**src/rtl/eth_pkg.sv**
```systemverilog
// Shared Ethernet receive constants, framer state encoding and CRC helpers.
// CRC constants are kept in their conventional MSB-first form.
package eth_pkg;

    localparam logic [31:0] CRC32_POLY    = 32'h04C1_1DB7;
    localparam logic [31:0] CRC32_INIT    = 32'hFFFF_FFFF;
    localparam logic [31:0] CRC32_RESIDUE = 32'hC704_DD7B;

    localparam logic [3:0] PREAMBLE_NIB = 4'h5;
    localparam logic [3:0] SFD_NIB      = 4'hD;

    typedef enum logic [1:0] {
        StIdle,
        StPreamble,
        StData,
        StDrop
    } rx_state_e;

    // The shift register runs LSB-first, so the MSB-first constants are mirrored.
    function automatic logic [31:0] reflect32(input logic [31:0] v);
        logic [31:0] r;
        for (int i = 0; i < 32; i++) begin
            r[i] = v[31-i];
        end
        return r;
    endfunction

endpackage

```
**src/rtl/rx_framer_if.sv**
```systemverilog
// Nibble-wide receive input and byte-wide framed output of the receive framer.
interface rx_framer_if;

    logic       ETH_RXCTRL;
    logic [3:0] ETH_RX;
    logic [7:0] RX_DATA;
    logic       RX_VALID;
    logic       RX_SOF;
    logic       RX_EOF;
    logic       RX_ERR;

    modport master (
        output ETH_RXCTRL, ETH_RX,
        input  RX_DATA, RX_VALID, RX_SOF, RX_EOF, RX_ERR
    );

    modport slave (
        input  ETH_RXCTRL, ETH_RX,
        output RX_DATA, RX_VALID, RX_SOF, RX_EOF, RX_ERR
    );

endinterface

```
**src/rtl/crc32_d8.sv**
```systemverilog
// Byte-wide reflected CRC-32 register; init has priority over enable.
module crc32_d8
    import eth_pkg::*;
(
    input  logic        clock,
    input  logic        reset,
    input  logic        init,
    input  logic        enable,
    input  logic [7:0]  data,
    output logic [31:0] crc
);

    localparam logic [31:0] PolyRefl = reflect32(CRC32_POLY);

    logic [31:0] crc_q;
    logic [31:0] crc_d;

    always_comb begin
        crc_d = crc_q ^ {24'h0, data};
        for (int i = 0; i < 8; i++) begin
            crc_d = crc_d[0] ? ((crc_d >> 1) ^ PolyRefl) : (crc_d >> 1);
        end
    end

    always_ff @(posedge clock or posedge reset) begin
        if (reset) begin
            crc_q <= CRC32_INIT;
        end else if (init) begin
            crc_q <= CRC32_INIT;
        end else if (enable) begin
            crc_q <= crc_d;
        end
    end

    assign crc = crc_q;

endmodule

```
**src/rtl/rx_framer.sv**
```systemverilog
// Receive framer: strips preamble/SFD, assembles nibbles into bytes and emits
// them one byte late so the last byte can carry EOF and the frame verdict.
module rx_framer
    import eth_pkg::*;
#(
    parameter int unsigned MIN_LEN = 64,
    parameter int unsigned MAX_LEN = 1522
) (
    input logic        ETH_RXCLK,
    input logic        RST,
    rx_framer_if.slave mii
);

    localparam int unsigned     CntW        = $clog2(MAX_LEN + 2);
    localparam logic [CntW-1:0] MinLenC     = CntW'(MIN_LEN);
    localparam logic [CntW-1:0] MaxLenC     = CntW'(MAX_LEN);
    localparam logic [31:0]     ResidueRefl = reflect32(CRC32_RESIDUE);

    rx_state_e       state_q, state_d;
    logic [1:0]      pre_cnt_q, pre_cnt_d;
    logic            phase_q, phase_d;
    logic [3:0]      low_q, low_d;
    logic [7:0]      held_q, held_d;
    logic            held_vld_q, held_vld_d;
    logic            held_sof_q, held_sof_d;
    logic [CntW-1:0] byte_cnt_q, byte_cnt_d;
    logic [7:0]      data_q, data_d;
    logic            valid_q, valid_d;
    logic            sof_q, sof_d;
    logic            eof_q, eof_d;
    logic            err_q, err_d;

    logic            ctrl;
    logic [3:0]      nib;
    logic            byte_done;
    logic [7:0]      byte_val;
    logic            crc_init;
    logic [31:0]     crc_val;

    assign ctrl     = mii.ETH_RXCTRL;
    assign nib      = mii.ETH_RX;
    assign byte_val = {nib, low_q};
    assign crc_init = (state_q != StData);

    crc32_d8 u_crc (
        .clock  (ETH_RXCLK),
        .reset  (RST),
        .init   (crc_init),
        .enable (byte_done),
        .data   (byte_val),
        .crc    (crc_val)
    );

    always_comb begin
        state_d    = state_q;
        pre_cnt_d  = pre_cnt_q;
        phase_d    = phase_q;
        low_d      = low_q;
        held_d     = held_q;
        held_vld_d = held_vld_q;
        held_sof_d = held_sof_q;
        byte_cnt_d = byte_cnt_q;
        data_d     = data_q;
        valid_d    = 1'b0;
        sof_d      = 1'b0;
        eof_d      = 1'b0;
        err_d      = 1'b0;
        byte_done  = 1'b0;

        unique case (state_q)
            StIdle: begin
                phase_d    = 1'b0;
                held_vld_d = 1'b0;
                byte_cnt_d = '0;
                pre_cnt_d  = 2'd0;
                if (ctrl) begin
                    if (nib == PREAMBLE_NIB) begin
                        state_d   = StPreamble;
                        pre_cnt_d = 2'd1;
                    end else begin
                        state_d = StDrop;
                    end
                end
            end
            StPreamble: begin
                if (!ctrl) begin
                    state_d = StIdle;
                end else if (nib == PREAMBLE_NIB) begin
                    if (pre_cnt_q != 2'd3) pre_cnt_d = pre_cnt_q + 2'd1;
                end else if (nib == SFD_NIB && pre_cnt_q >= 2'd2) begin
                    state_d = StData;
                    phase_d = 1'b0;
                end else begin
                    state_d = StDrop;
                end
            end
            StData: begin
                if (!ctrl) begin
                    if (held_vld_q) begin
                        data_d  = held_q;
                        valid_d = 1'b1;
                        sof_d   = held_sof_q;
                        eof_d   = 1'b1;
                        err_d   = (crc_val != ResidueRefl) || (byte_cnt_q < MinLenC) || phase_q;
                    end
                    held_vld_d = 1'b0;
                    state_d    = StIdle;
                end else if (!phase_q) begin
                    low_d   = nib;
                    phase_d = 1'b1;
                end else begin
                    phase_d   = 1'b0;
                    byte_done = 1'b1;
                    if (held_vld_q) begin
                        data_d  = held_q;
                        valid_d = 1'b1;
                        sof_d   = held_sof_q;
                    end
                    // Byte MAX_LEN+1 just completed: close the frame on the held byte.
                    if (byte_cnt_q >= MaxLenC) begin
                        eof_d      = held_vld_q;
                        err_d      = held_vld_q;
                        held_vld_d = 1'b0;
                        byte_cnt_d = MaxLenC + CntW'(1);
                        state_d    = StDrop;
                    end else begin
                        held_d     = byte_val;
                        held_vld_d = 1'b1;
                        held_sof_d = (byte_cnt_q == '0);
                        byte_cnt_d = byte_cnt_q + CntW'(1);
                    end
                end
            end
            StDrop: begin
                if (!ctrl) state_d = StIdle;
            end
            default: state_d = StIdle;
        endcase
    end

    always_ff @(posedge ETH_RXCLK or posedge RST) begin
        if (RST) begin
            state_q    <= StIdle;
            pre_cnt_q  <= 2'd0;
            phase_q    <= 1'b0;
            low_q      <= 4'h0;
            held_q     <= 8'h00;
            held_vld_q <= 1'b0;
            held_sof_q <= 1'b0;
            byte_cnt_q <= '0;
            data_q     <= 8'h00;
            valid_q    <= 1'b0;
            sof_q      <= 1'b0;
            eof_q      <= 1'b0;
            err_q      <= 1'b0;
        end else begin
            state_q    <= state_d;
            pre_cnt_q  <= pre_cnt_d;
            phase_q    <= phase_d;
            low_q      <= low_d;
            held_q     <= held_d;
            held_vld_q <= held_vld_d;
            held_sof_q <= held_sof_d;
            byte_cnt_q <= byte_cnt_d;
            data_q     <= data_d;
            valid_q    <= valid_d;
            sof_q      <= sof_d;
            eof_q      <= eof_d;
            err_q      <= err_d;
        end
    end

    assign mii.RX_DATA  = data_q;
    assign mii.RX_VALID = valid_q;
    assign mii.RX_SOF   = sof_q;
    assign mii.RX_EOF   = eof_q;
    assign mii.RX_ERR   = err_q;

endmodule

```
**src/flat_wrapper.sv**
```systemverilog
// flat-port wrapper written by rule: the top's interface ports become plain ports
module rx_framer_flat import eth_pkg::*;
#(
    parameter int unsigned MIN_LEN = 64,
    parameter int unsigned MAX_LEN = 1522
)
  (ETH_RXCLK, RST, mii_ETH_RXCTRL, mii_ETH_RX, mii_RX_DATA, mii_RX_VALID, mii_RX_SOF, mii_RX_EOF, mii_RX_ERR);
  rx_framer_if mii_i ();
  input logic ETH_RXCLK;
  input logic RST;
  input wire logic [$bits(mii_i.ETH_RXCTRL)-1:0] mii_ETH_RXCTRL;
  input wire logic [$bits(mii_i.ETH_RX)-1:0] mii_ETH_RX;
  output wire logic [$bits(mii_i.RX_DATA)-1:0] mii_RX_DATA;
  output wire logic [$bits(mii_i.RX_VALID)-1:0] mii_RX_VALID;
  output wire logic [$bits(mii_i.RX_SOF)-1:0] mii_RX_SOF;
  output wire logic [$bits(mii_i.RX_EOF)-1:0] mii_RX_EOF;
  output wire logic [$bits(mii_i.RX_ERR)-1:0] mii_RX_ERR;
  assign mii_i.ETH_RXCTRL = mii_ETH_RXCTRL;
  assign mii_i.ETH_RX = mii_ETH_RX;
  assign mii_RX_DATA = mii_i.RX_DATA;
  assign mii_RX_VALID = mii_i.RX_VALID;
  assign mii_RX_SOF = mii_i.RX_SOF;
  assign mii_RX_EOF = mii_i.RX_EOF;
  assign mii_RX_ERR = mii_i.RX_ERR;
  rx_framer #(.MIN_LEN(MIN_LEN), .MAX_LEN(MAX_LEN)) u_core (.ETH_RXCLK(ETH_RXCLK), .RST(RST), .mii(mii_i));
endmodule
```
**config.mk**
```make
export PLATFORM = sky130hd
export DESIGN_NAME = rx_framer_flat
export DESIGN_NICKNAME = d
export VERILOG_FILES = /design/src/rtl/eth_pkg.sv /design/src/rtl/rx_framer_if.sv /design/src/rtl/crc32_d8.sv /design/src/rtl/rx_framer.sv /design/src/flat_wrapper.sv
export SDC_FILE = /design/constraint.sdc
export NUM_CORES = 1
export LEC_CHECK = 0
export ABC_AREA = 1
export CORE_ASPECT_RATIO = 0.7
export CORE_MARGIN = 2
export CORE_UTILIZATION = 68
export CTS_BUF_LIST = sky130_fd_sc_hd__clkbuf_4
export DETAILED_ROUTE_END_ITERATION = 10
export PLACE_DENSITY = 0.95
export SYNTH_ARGS = -nofsm -noshare
export SYNTH_HDL_FRONTEND = slang
export SYNTH_SLANG_ARGS = --single-unit
```
**constraint.sdc**
```tcl
create_clock -name ETH_RXCLK -period 3.5 [get_ports ETH_RXCLK]
set_input_delay 0.35 -clock ETH_RXCLK [delete_from_list [all_inputs] [get_ports ETH_RXCLK]]
set_output_delay 0.35 -clock ETH_RXCLK [all_outputs]
set_load 0.005 [all_outputs]
```
Yosys cells after proc, flatten, opt, wreduce, memory -nomap -nowiden --
Index checks and enable logic that the tools add are counted.
Storage, ports and cells: bits in registers 74, output and inout port bits 12, bits of input ports 7, logic and storage cells 129
Cells by class: eq/ne operators 21, order comparisons 3, reductions and logical operators 17, bitwise operators 11, multiplexer cells 61, $add $sub $neg 2
Operator list (count):
- 32-bit 2-to-1 mux | 10
- 13-bit NOT with 14-bit output | 8
- 11-bit 2-to-1 mux | 3
- 32-bit != test (second input constant) | 1
- 32-bit by 8-bit XOR with 32-bit output | 1
- 1-bit 2-to-1 mux | 28
- 2-bit 2-to-1 mux | 12
- 8-bit 2-to-1 mux | 3
- 11-bit one-hot mux with 2 select lines | 1
- 2-bit != test (second input constant) | 7
- 11-bit by 1-bit adder with 11-bit output (second input constant) | 1
- 11-bit >= comparator (second input constant) | 1
- 11-bit zero test | 1
- 11-bit by 7-bit less-than comparator with 1-bit output (second input constant) | 1
- 2-bit by 1-bit != test with 1-bit output (second input constant) | 5
- 5-bit AND reduction | 2
- 2-bit one-hot mux with 4 select lines | 1
- 4-bit AND reduction | 2
- 3-bit by 2-bit != test with 1-bit output (second input constant) | 2
- 3-bit AND reduction | 2
- 2-bit nonzero test | 3
- 2-bit == test (second input constant) | 2
- 4-bit by 3-bit == test with 1-bit output (second input constant) | 1
- 4-bit == test (second input constant) | 1
- other kinds (13) | 16

Logic depth before layout (Yosys ltp) --
Gate-level depths: netlist of the first run.
depth in word-level cells 19, depth in mapped cells 12, mapped depth without buffers 12

Cells and area by module --
Synthesis of the first run repeated with hierarchy kept, for this count alone.
Unflattened totals: cell total of the unflattened synthesis 634, area, all modules 4635.7 µm²
Modules (own cells, without submodules):
- crc32_d8 | instances 1, area each 2398.6 µm², cells an instance 337, sequential area each 840.8 µm²
- rx_framer | instances 1, area each 2237.1 µm², cells an instance 297, sequential area each 1051.0 µm²

Least setup slack after synthesis of the first run --
Ideal clock, no wire load.
kind register to register, from reg u_core.u_crc.crc_q[4] (netlist: u_core.u_crc.crc[4]), to reg u_core.u_crc.crc_q[17] (netlist: u_core.u_crc.crc[17]), data arrival time 1.403 ns, buffers on the path 0, setup slack 2.025 ns, data required time 3.428 ns, setup time 0.072 ns, clock period less this slack 1.475 ns, cell stages (with the launch flop) 11, cells stage by stage dfstp_2 -> xor2_2 -> nand2_1 -> nand2_2 -> nand2_1 -> nand2_2 -> inv_1 -> nand2_1 -> nand3_1 -> nand2_1 -> inv_1
On the way: longest elaborated chain between the ends 12
RTL lines:
- start: declaration | RTL line crc32_d8.sv:15 | logic [31:0] crc_q;
- start signal: assignment | RTL line crc32_d8.sv:31 | crc_q <= crc_d;
- 32-bit by 8-bit XOR with 32-bit output * | RTL line crc32_d8.sv:19 | crc_d = crc_q ^ {24'h0, data};
- 32-bit 2-to-1 mux * (5 in series) | RTL line crc32_d8.sv:21 | crc_d = crc_d[0] ? ((crc_d >> 1) ^ PolyRefl) : (crc_d >> 1);
- 13-bit NOT with 14-bit output (no line)
- 32-bit 2-to-1 mux * (3 in series) | RTL line crc32_d8.sv:21
- 32-bit 2-to-1 mux * | RTL line crc32_d8.sv:30 | end else if (enable) begin
- 32-bit 2-to-1 mux * | RTL line crc32_d8.sv:28 | end else if (init) begin
Mark *: on every way between the ends. The rest lies on a longest branch, timed or not. The select of a mux whose other input is x is not followed. A chain may end at the register's enable or synchronous reset.

Final worst setup path of the first run --
from in mii_ETH_RXCTRL, to reg u_core.byte_cnt_q[6]
On the way: longest elaborated chain between the ends 2
RTL lines:
- start: declaration | RTL line flat_wrapper.sv:11 | input wire logic [$bits(mii_i.ETH_RXCTRL)-1:0] mii_ETH_RXCTRL;
- 2-bit != test (no line)
- 3-bit AND reduction (no line)
- end signal: assignment | RTL line rx_framer.sv:164 | byte_cnt_q <= byte_cnt_d;
- end: declaration | RTL line rx_framer.sv:26 | logic [CntW-1:0] byte_cnt_q, byte_cnt_d;
Every way passes these cells.

==> reports/summary.md, run 1 <==
Of the post-synthesis cell area, the part taken by muxes is 0%. The routed design uses 1440 µm of met3 wire. The run finished with clean final reports. By area, the combinational part of the netlist is dominated by simple AND/OR/NAND/NOR gates. Including well taps, the total number of placed cells is 733. The tools report the count of cells resized by post-cts repair as 0. The top routing layer in use was met4. The hold violation count in the final report is 0, and the layout-stage area growth over the synthesis result is 8.04%. For this run, design rule violations remaining after detail routing come to 0.

The cell count after synthesis came out at 633. The congestion estimate from routability-driven global placement came to 1.01. The path class of the tightest hold or removal check is primary input to asynchronous set/reset pin. Setup repair after global routing left no endpoint under its margin. The estimated wirelength of the detail-placed design is 8710 µm.

The tools report the number of max-slew violations in the final report as 0. The routed wire length per instance came out at 16.2 µm. After detailed routing, the met2 layer carries 5380 µm of wire.

Summed over all layers, the global routing overflow is 0. Setup violations remaining at the end of the flow were counted as 0. In this run the biggest area consumer among cell types represents 22.8% of the synthesized area. Entering global routing, the biggest net connects 47 pins.

STA puts the critical path data arrival time at 2700 ps. The worst register-to-register path has a setup slack of 1180 ps. The logs give 419 MHz for the fmax and 1.71 mW for the switching power. The number of diodes added for antenna fixing was 0. The logic gate share of total power was 49.7%; the count of standard-cell rows was 25. The run gives 661 as the final net count.

The number of buffers on the longest clock path was 2; the parity-gate share of the synthesized area counting xor and xnor cells was 5.24%. Kind of start point of the critical path: a primary input. The critical path is of the primary input to flop type. The die is 72.9 µm tall. The die covers 7460 µm². The share of synthesized cell area in full adder, half adder and majority cells was 1.09%; the leakage power was 2.46 nW. For this run, asynchronously set or reset flops after synthesis account for 100%. Among all flip-flop cells after synthesis, the most frequent one is sky130_fd_sc_hd__dfrtp_1.

Dividing the final minimum period by the clock period gives 68.1%. The number of enable flip-flop cells after synthesis was 0. TritonCTS built the clock tree. The logs give 35.1% for the total routing resource utilization after global routing and 69.1% for the starting utilization of the core area. Pin placement for this block handled 19 I/O pins.

The finished layout holds 749 standard cells, fillers aside. The maximum resistive drop on vdd was 0.000380 V; the post-route total power was 3.55 mW. The simple logic cell fraction of the synthesized area came out at 32.5%. The largest total area in the synthesized netlist belongs to sky130_fd_sc_hd__dfrtp_1. The logs give 0 for the number of antenna violations at the first check in global routing and 644 for the net count of the mapped netlist.

The share of synthesized area occupied by flip-flops and latches was 41.1%. For the detailed-router iteration count before antenna repair, the log shows 5. After clock tree synthesis, the setup repair step added 0 buffers. Headroom to the max-slew limit came out at 54.9%. Of the cells placed in the final design, the portion with a size suffix greater than 1 is 12.7%. The first global-routing pass estimated 19800 µm of wire. Summing every instance area after synthesis gives 4610 µm².

Buffers inserted during clock tree synthesis total 9. From left edge to right edge, the die measures 102 µm. The Yosys step of the flow raised 0 warnings. By area the synthesized netlist is led by sky130_fd_sc_hd__dfrtp_1, sky130_fd_sc_hd__dfstp_2, sky130_fd_sc_hd__nand2_1, sky130_fd_sc_hd__inv_1, sky130_fd_sc_hd__nand3_1. For the number of buffers added to fix hold violations after cts, the log shows 0. Along the worst path, the maximum fanout reaches 24. On the final layout, the worst clock skew is 19.5 ps. After detailed routing, the wire length on met1 is 5060 µm. The library cell used as clock root buffer is sky130_fd_sc_hd__clkbuf_4. For this design the ratio of total power to cell area is 714 nW/µm². Counting distinct cell types in the post-synthesis netlist gives 42. For the sequential share of power, the log shows 34.7%. The core region is 6660 µm².

Net switching is 48.2% of the power. The via count of the first global-routing pass came out at 4022. Internal power comes to 1.84 mW.

The count of state elements after synthesis came out at 74. The endpoint identified for the worst register-to-register timing path is u_core.byte_cnt_q[6]. Subtracting the final worst setup slack from the clock period gives 2380 ps. The sort of element at the end of the critical path is a flop. At the pin with the least slew margin, the transition time is 675 ps. For the data required time of the worst path, the log shows 3820 ps. Summed over all layers, the routed wires come to 12100 µm.

Most common cell after layout, fill and taps aside: sky130_fd_sc_hd__nand2_1. Clock tree synthesis found a total of 74 sinks. After clock tree synthesis, the clock-pin slew on the worst setup and hold paths is 130 ps. The via count normalized by instance count is 5.97. The run gives 0 as the number of nets still failing antenna checks after routing. CTS built an H-tree with a depth of 3. The share of total power dissipated in the clock network is 15.6%. Across the run, the number of max-cap violations was 0. The source of the worst register-to-register timing path is u_core.state_q[0]. The tools report the via count of the routed design as 4468.

Clock latency on the worst-skew pair, taken at its later pin, is 440 ps. In the layout the commonest cells are sky130_fd_sc_hd__nand2_1, sky130_fd_sc_hd__inv_1, sky130_fd_sc_hd__nand3_1. The setup TNS was 0 ps; the number of I/O port buffers was 18. Measured in cells, the most critical reg-to-reg path has a length of 7.

Summing the areas of all compound-gate instances in the mapped netlist gives 11.0% of the synthesized area. For the fraction of the core area covered by cells at the end of the flow, the log shows 74.7%. Averaged over all synthesized cells, the footprint is 7.28 µm².

The initial DRC count was 619.
==> layer usage <==
| layer | vias to the layer above | track usage (%) |
|---|---|---|
| met5 | - | 0 |
| met4 | 0 | 12.0 |
| met3 | 40 | 9.77 |
| met2 | 289 | 52.0 |
| met1 | 2078 | 50.3 |
| li1 | 2061 | - |
==> worst max-delay path by stage <==
stage / cells past startpoint / to / startpoint
global route: 8 / u_core.byte_cnt_q[6] / mii_ETH_RXCTRL
CTS: 8 / u_core.byte_cnt_q[6] / mii_ETH_RXCTRL
floorplan: 1 / u_core.byte_cnt_q[0] / RST
global placement: 9 / u_core.byte_cnt_q[9] / mii_ETH_RXCTRL
detailed placement: 9 / u_core.byte_cnt_q[9] / mii_ETH_RXCTRL
finish: 8 / u_core.byte_cnt_q[6] / mii_ETH_RXCTRL
==> synthesized netlist by cell type (3+ instances only) <==
| cell type | count |
|---|---|
| sky130_fd_sc_hd__nand2_1 | 209 |
| sky130_fd_sc_hd__inv_1 | 81 |
| sky130_fd_sc_hd__nand3_1 | 53 |
| sky130_fd_sc_hd__o21ai_0 | 44 |
| sky130_fd_sc_hd__dfrtp_1 | 42 |
| sky130_fd_sc_hd__nor2_1 | 41 |
| sky130_fd_sc_hd__dfstp_2 | 32 |
| sky130_fd_sc_hd__xor2_1 | 18 |
| sky130_fd_sc_hd__o22ai_1 | 15 |
| sky130_fd_sc_hd__a21oi_1 | 13 |
| sky130_fd_sc_hd__nand2_2 | 8 |
| sky130_fd_sc_hd__nand4_1 | 8 |
| sky130_fd_sc_hd__nor3_1 | 8 |
| sky130_fd_sc_hd__o21ai_1 | 6 |
| sky130_fd_sc_hd__buf_2 | 4 |
| sky130_fd_sc_hd__ha_1 | 4 |
| sky130_fd_sc_hd__inv_2 | 4 |
| sky130_fd_sc_hd__xnor2_1 | 4 |
| sky130_fd_sc_hd__a21oi_2 | 3 |
| sky130_fd_sc_hd__buf_4 | 3 |
| sky130_fd_sc_hd__nor2_4 | 3 |
| sky130_fd_sc_hd__nor4_1 | 3 |
==> stage by stage <==
step                setup slack [ps]  hold slack, ps  area, µm²
floorplan                       1320             442       4610
global placement                 967             453       4830
detailed placement               841             461       4830
CTS                             1180             343       4980
global route                     953             360       4980
finish                          1120             327       4980
==> registers in the layout, indices dropped and copies added, names as in the netlist <==
signal	count
u_core.u_crc.crc	32
u_core.byte_cnt_q	11
u_core.held_q	8
u_core.mii.RX_DATA	8
u_core.low_q	4
u_core.pre_cnt_q	2
u_core.state_q	2
u_core.held_sof_q	1
u_core.held_vld_q	1
u_core.mii.RX_EOF	1
u_core.mii.RX_ERR	1
u_core.mii.RX_SOF	1
u_core.mii.RX_VALID	1
u_core.phase_q	1
==> power by group through the flow <==
stage / Combinational, mW / Sequential, mW / Clock, mW
5_1_grt: 1.95 / 1.25 / 0.591
3_5_place_dp: 1.69 / 1.24 / 0
6_report: 1.76 / 1.23 / 0.554
2_1_floorplan: 1.29 / 1.20 / 0
3_3_place_gp: 1.61 / 1.22 / 0
4_1_cts: 1.71 / 1.22 / 0.555
==> cell type report <==
type	count	area (µm²)
Timing Repair Buffer	19	200
Sequential cell	74	1890
Clock buffer	9	67.6
Tap cell	94	118
Inverter	86	325
Clock inverter	7	77.6
Multi-Input combinational cell	460	2300
Fill cell	505	1690
==> critical path, cell delays in order <==
cell and delay [ps]:
sky130_fd_sc_hd__clkdlybuf4s50_1 570, sky130_fd_sc_hd__nand2_1 190, sky130_fd_sc_hd__nand2_2 420, sky130_fd_sc_hd__inv_2 190
sky130_fd_sc_hd__nor2_2 450, sky130_fd_sc_hd__o21ai_0 230, sky130_fd_sc_hd__a21oi_1 210, sky130_fd_sc_hd__nand2_1 70
==> logic make-up after synthesis <==
group | after synthesis
compound gates | 88
flops | 74
fa+ha+maj | 4
xor+xnor | 25
buf+inv | 99
simple gates | 343
(Power assumes the default switching activity.)
==> inputs of run 2 (changes only) <==
--- a/config.mk
+++ b/config.mk
@@ -8,10 +8,10 @@
 export ABC_AREA = 1
 export CORE_ASPECT_RATIO = 0.7
 export CORE_MARGIN = 2
-export CORE_UTILIZATION = 68
+export CORE_UTILIZATION = 63
 export CTS_BUF_LIST = sky130_fd_sc_hd__clkbuf_4
 export DETAILED_ROUTE_END_ITERATION = 10
-export PLACE_DENSITY = 0.95
+export PLACE_DENSITY = 0.92
 export SYNTH_ARGS = -nofsm -noshare
 export SYNTH_HDL_FRONTEND = slang
 export SYNTH_SLANG_ARGS = --single-unit
==> constraint.sdc (replaced) <==
create_clock -name ETH_RXCLK -period 2.33 [get_ports ETH_RXCLK]
set_input_delay 0.233 -clock ETH_RXCLK [delete_from_list [all_inputs] [get_ports ETH_RXCLK]]
set_output_delay 0.233 -clock ETH_RXCLK [all_outputs]
set_load 0.005 [all_outputs]
==> run 2 against run 1 <==
Against the previous run:
- sequential power increased by 50%
- via count up 0.98%
- first-iteration DRC count decreased by 7.8%
- critical path type is now flop to flop
- largest cell class unchanged
- largest power group unchanged
==> reports/summary.md, run 2 (synthesis gave the netlist of run 1 again) <==
The run finished with clean final reports. The clock transition at the registers of the reported paths works out to 140 ps (was 130 ps). The tools report the data arrival time of the critical path as 2470 ps (was 2700 ps).

Commonest cells after routing, fill and taps aside: sky130_fd_sc_hd__nand2_1, sky130_fd_sc_hd__inv_1, sky130_fd_sc_hd__nand3_1 (unchanged). For the number of top-level pins, the log shows 19 (unchanged). Type of the worst min-delay path: primary input to asynchronous set/reset pin (unchanged). The tools report the estimated wirelength of the detail-placed design as 9800 µm (was 8710 µm).

The tools report the worst hold slack as 74.3 ps (was 327 ps). The global routing usage on met3 is 14.9% (was 9.77%). Data required time of the worst path: 2730 ps (was 3820 ps).

The run gives 69.2% (was 54.9%) as the normalized max-slew margin. The run gives 40 (was 47) as the maximum number of pins on one net before global-route repair. The number of max-slew violations in the final report was 0 (unchanged). For the last weighted congestion value of the routability-driven placer, the log shows 1.03 (was 1.01). The peak per-stage delay on the critical path is 590 ps (was 570 ps), and the count of final setup violators is 0 (unchanged). The die area is 8020 µm² (was 7460 µm²), and the met1 layer usage reported by global route is 48.5% (was 50.3%). Share of layout cells above drive strength 1: 14.6% (was 12.7%). For the detailed-router iteration count before antenna repair, the log shows 5 (unchanged). Setup repair after global routing left no endpoint under its margin.

The tools report the number of clock sinks as 74 (unchanged). The path type of the worst setup path was flop to flop (was primary input to flop). The footprint of the multi-input gates is 2300 µm² (unchanged), and the number of diodes added for antenna fixing is 0 (unchanged). For the total number of H-tree levels, the log shows 3 (unchanged). Library cell used as clock root buffer: sky130_fd_sc_hd__clkbuf_4 (unchanged). The flip-flop count of the largest register after layout came out at 32 (unchanged). For the total routing resource utilization after global routing, the log shows 35.2% (was 35.1%). The sort of element at the end of the critical path was a flop (unchanged). Critical path cell sequence: inv_1 > nand2_1 > nand2_1 > nand2_1 > nand2_2 > nand2_1 > nand3_1 > o21ai_1 > nor2_1 (was clkdlybuf4s50_1 > nand2_1 > nand2_2 > inv_2 > nor2_2 > o21ai_0 > a21oi_1 > nand2_1).

The routed wire length per instance is 17.0 µm (was 16.2 µm). For the met2 global-route usage, the log shows 51.4% (was 52.0%). The tools report the count of standard-cell rows as 26 (was 25). Slew at the pin closest to its max-slew limit: 458 ps (was 675 ps). TritonCTS built the clock tree.

The first-pass GRT wire length was 20900 µm (was 19800 µm). The run gives 571 (was 619) as the initial DRC count. The tools report the number of buffers on the longest clock path as 2 (unchanged).

The maximum resistive drop on vdd was 0.000715 V (was 0.000380 V). The worst path uses 88.7% of the clock period. The run gives 25.1 ps (was 19.5 ps) as the setup skew after layout.

The number of filler instances in the final layout is 600 (was 505), and the number of buffers added to fix hold violations after cts is 0 (unchanged). The most common cell after layout, fill and taps aside is sky130_fd_sc_hd__nand2_1 (unchanged). The logs give 470 ps (was 440 ps) for the clock latency of the later-clocked register in the worst-skew pair and 2.53 nW (was 2.46 nW) for the leakage power. The number of antenna violations at the first check in global routing came out at 0 (unchanged). The cell occurring most often along the worst timing path is sky130_fd_sc_hd__nand2_1 (unchanged). Power per standard cell area: 1100 nW/µm² (was 714 nW/µm²). Fmax: 484 MHz.

The number of nets still failing antenna checks after routing is 0 (unchanged). The final net count was 675 (was 661); the hold violation count in the final report was 0 (unchanged). The total clock buffers created by CTS is 9 (unchanged), and the aggregate global routing overflow is 0 (unchanged). The run gives 4512 (was 4468) as the via count of the routed design. The cell type of the slowest stage on the worst timing path was sky130_fd_sc_hd__dfstp_2 (was sky130_fd_sc_hd__clkdlybuf4s50_1). The vertical extent of the die was 75.5 µm (was 72.9 µm); the clock period minus worst slack was 2070 ps. The via count normalized by instance count came out at 5.88 (was 5.97). The number of I/O port buffers was 18 (unchanged). The register-to-register setup slack came out at 260 ps (was 1180 ps).

The count of cells resized by post-cts repair was 0 (unchanged). The starting utilization of the core area was 64.1% (was 69.1%); the placeable core region was 7190 µm² (was 6660 µm²). The setup TNS is 0 ps (unchanged). The run gives 1890 µm² (unchanged) as the flip-flop and latch area.

The layout-stage area growth over the synthesis result is 10.3% (was 8.04%), and the number of remaining DRC errors is 0 (unchanged). The total detailed-routing wirelength came out at 13100 µm (was 12100 µm). The busiest layer in global routing is met2 (unchanged). Buffers inserted during post-CTS setup optimization: 0 (unchanged). The maximum net fanout on the critical path is 9 (was 24).

The via count of the first global-routing pass was 4080 (was 4022); the die extent in x was 106 µm (was 102 µm). The number of maximum-capacitance constraint violations is 0 (unchanged). The tools report the kind of start point of the critical path as a flop (was a primary input).
==> run 2: path summary, 6_finish.rpt <==
kind | start | endpoint | depth (start not counted)
max in group asynchronous | RST | u_core.u_crc.crc[20] | 3
setup / recovery | u_core.u_crc.crc[0] | u_core.u_crc.crc[19] | 9
setup reg to reg | u_core.u_crc.crc[0] | u_core.u_crc.crc[19] | 9
hold / removal | RST | u_core.low_q[0] | 2
min in group ETH_RXCLK | mii_ETH_RX[1] | u_core.low_q[1] | 3
hold reg to reg | u_core.mii.RX_DATA[4] | u_core.mii.RX_DATA[4] | 2
==> run 2: final cells by class <==
cell class | instances | area share [%]
clock inverter | 7 | 1.45
tap | 98 | 2.41
timing repair buffer | 33 | 6.01
inverter | 86 | 6.40
sequential | 74 | 37.2
multi-input combinational | 460 | 45.2
clock buffer | 9 | 1.33
==> run 2: power by group <==
part / internal, mW / total (mW) / leakage (nW) / switching, mW
logic: 0.919 / 2.87 / 1.56 / 1.95
clock network: 0.334 / 0.856 / 0.0771 / 0.521
registers: 1.61 / 1.85 / 0.900 / 0.241
==> run 2: per-stage QoR <==
stage	cell area, µm²	power [mW]	util [%]	setup slack (ps)	cells
detailed placement	4940	4.63	68.7	200	751
global placement	4940	4.53	68.7	238	751
finish	5080	5.57	70.7	262	767
CTS	5080	5.49	70.7	371	767
global route	5080	5.99	70.7	157	767
floorplan	4610	3.74	-	268	633
==> run 2: layer usage <==
layer / up-vias / wire length (µm)
met2: 286 / 5500
met1: 2103 / 5550
li1: 2094 / -
met3: 29 / 1750
met4: 0 / 244
met5: - / 0
==> run 2: worst max-delay path, delay by kind of cell, from the launching register on <==
kind,cells,cell delay [ps]
compound gates,1,220
simple gates,7,1130
buf+inv,1,80
flops,1,590
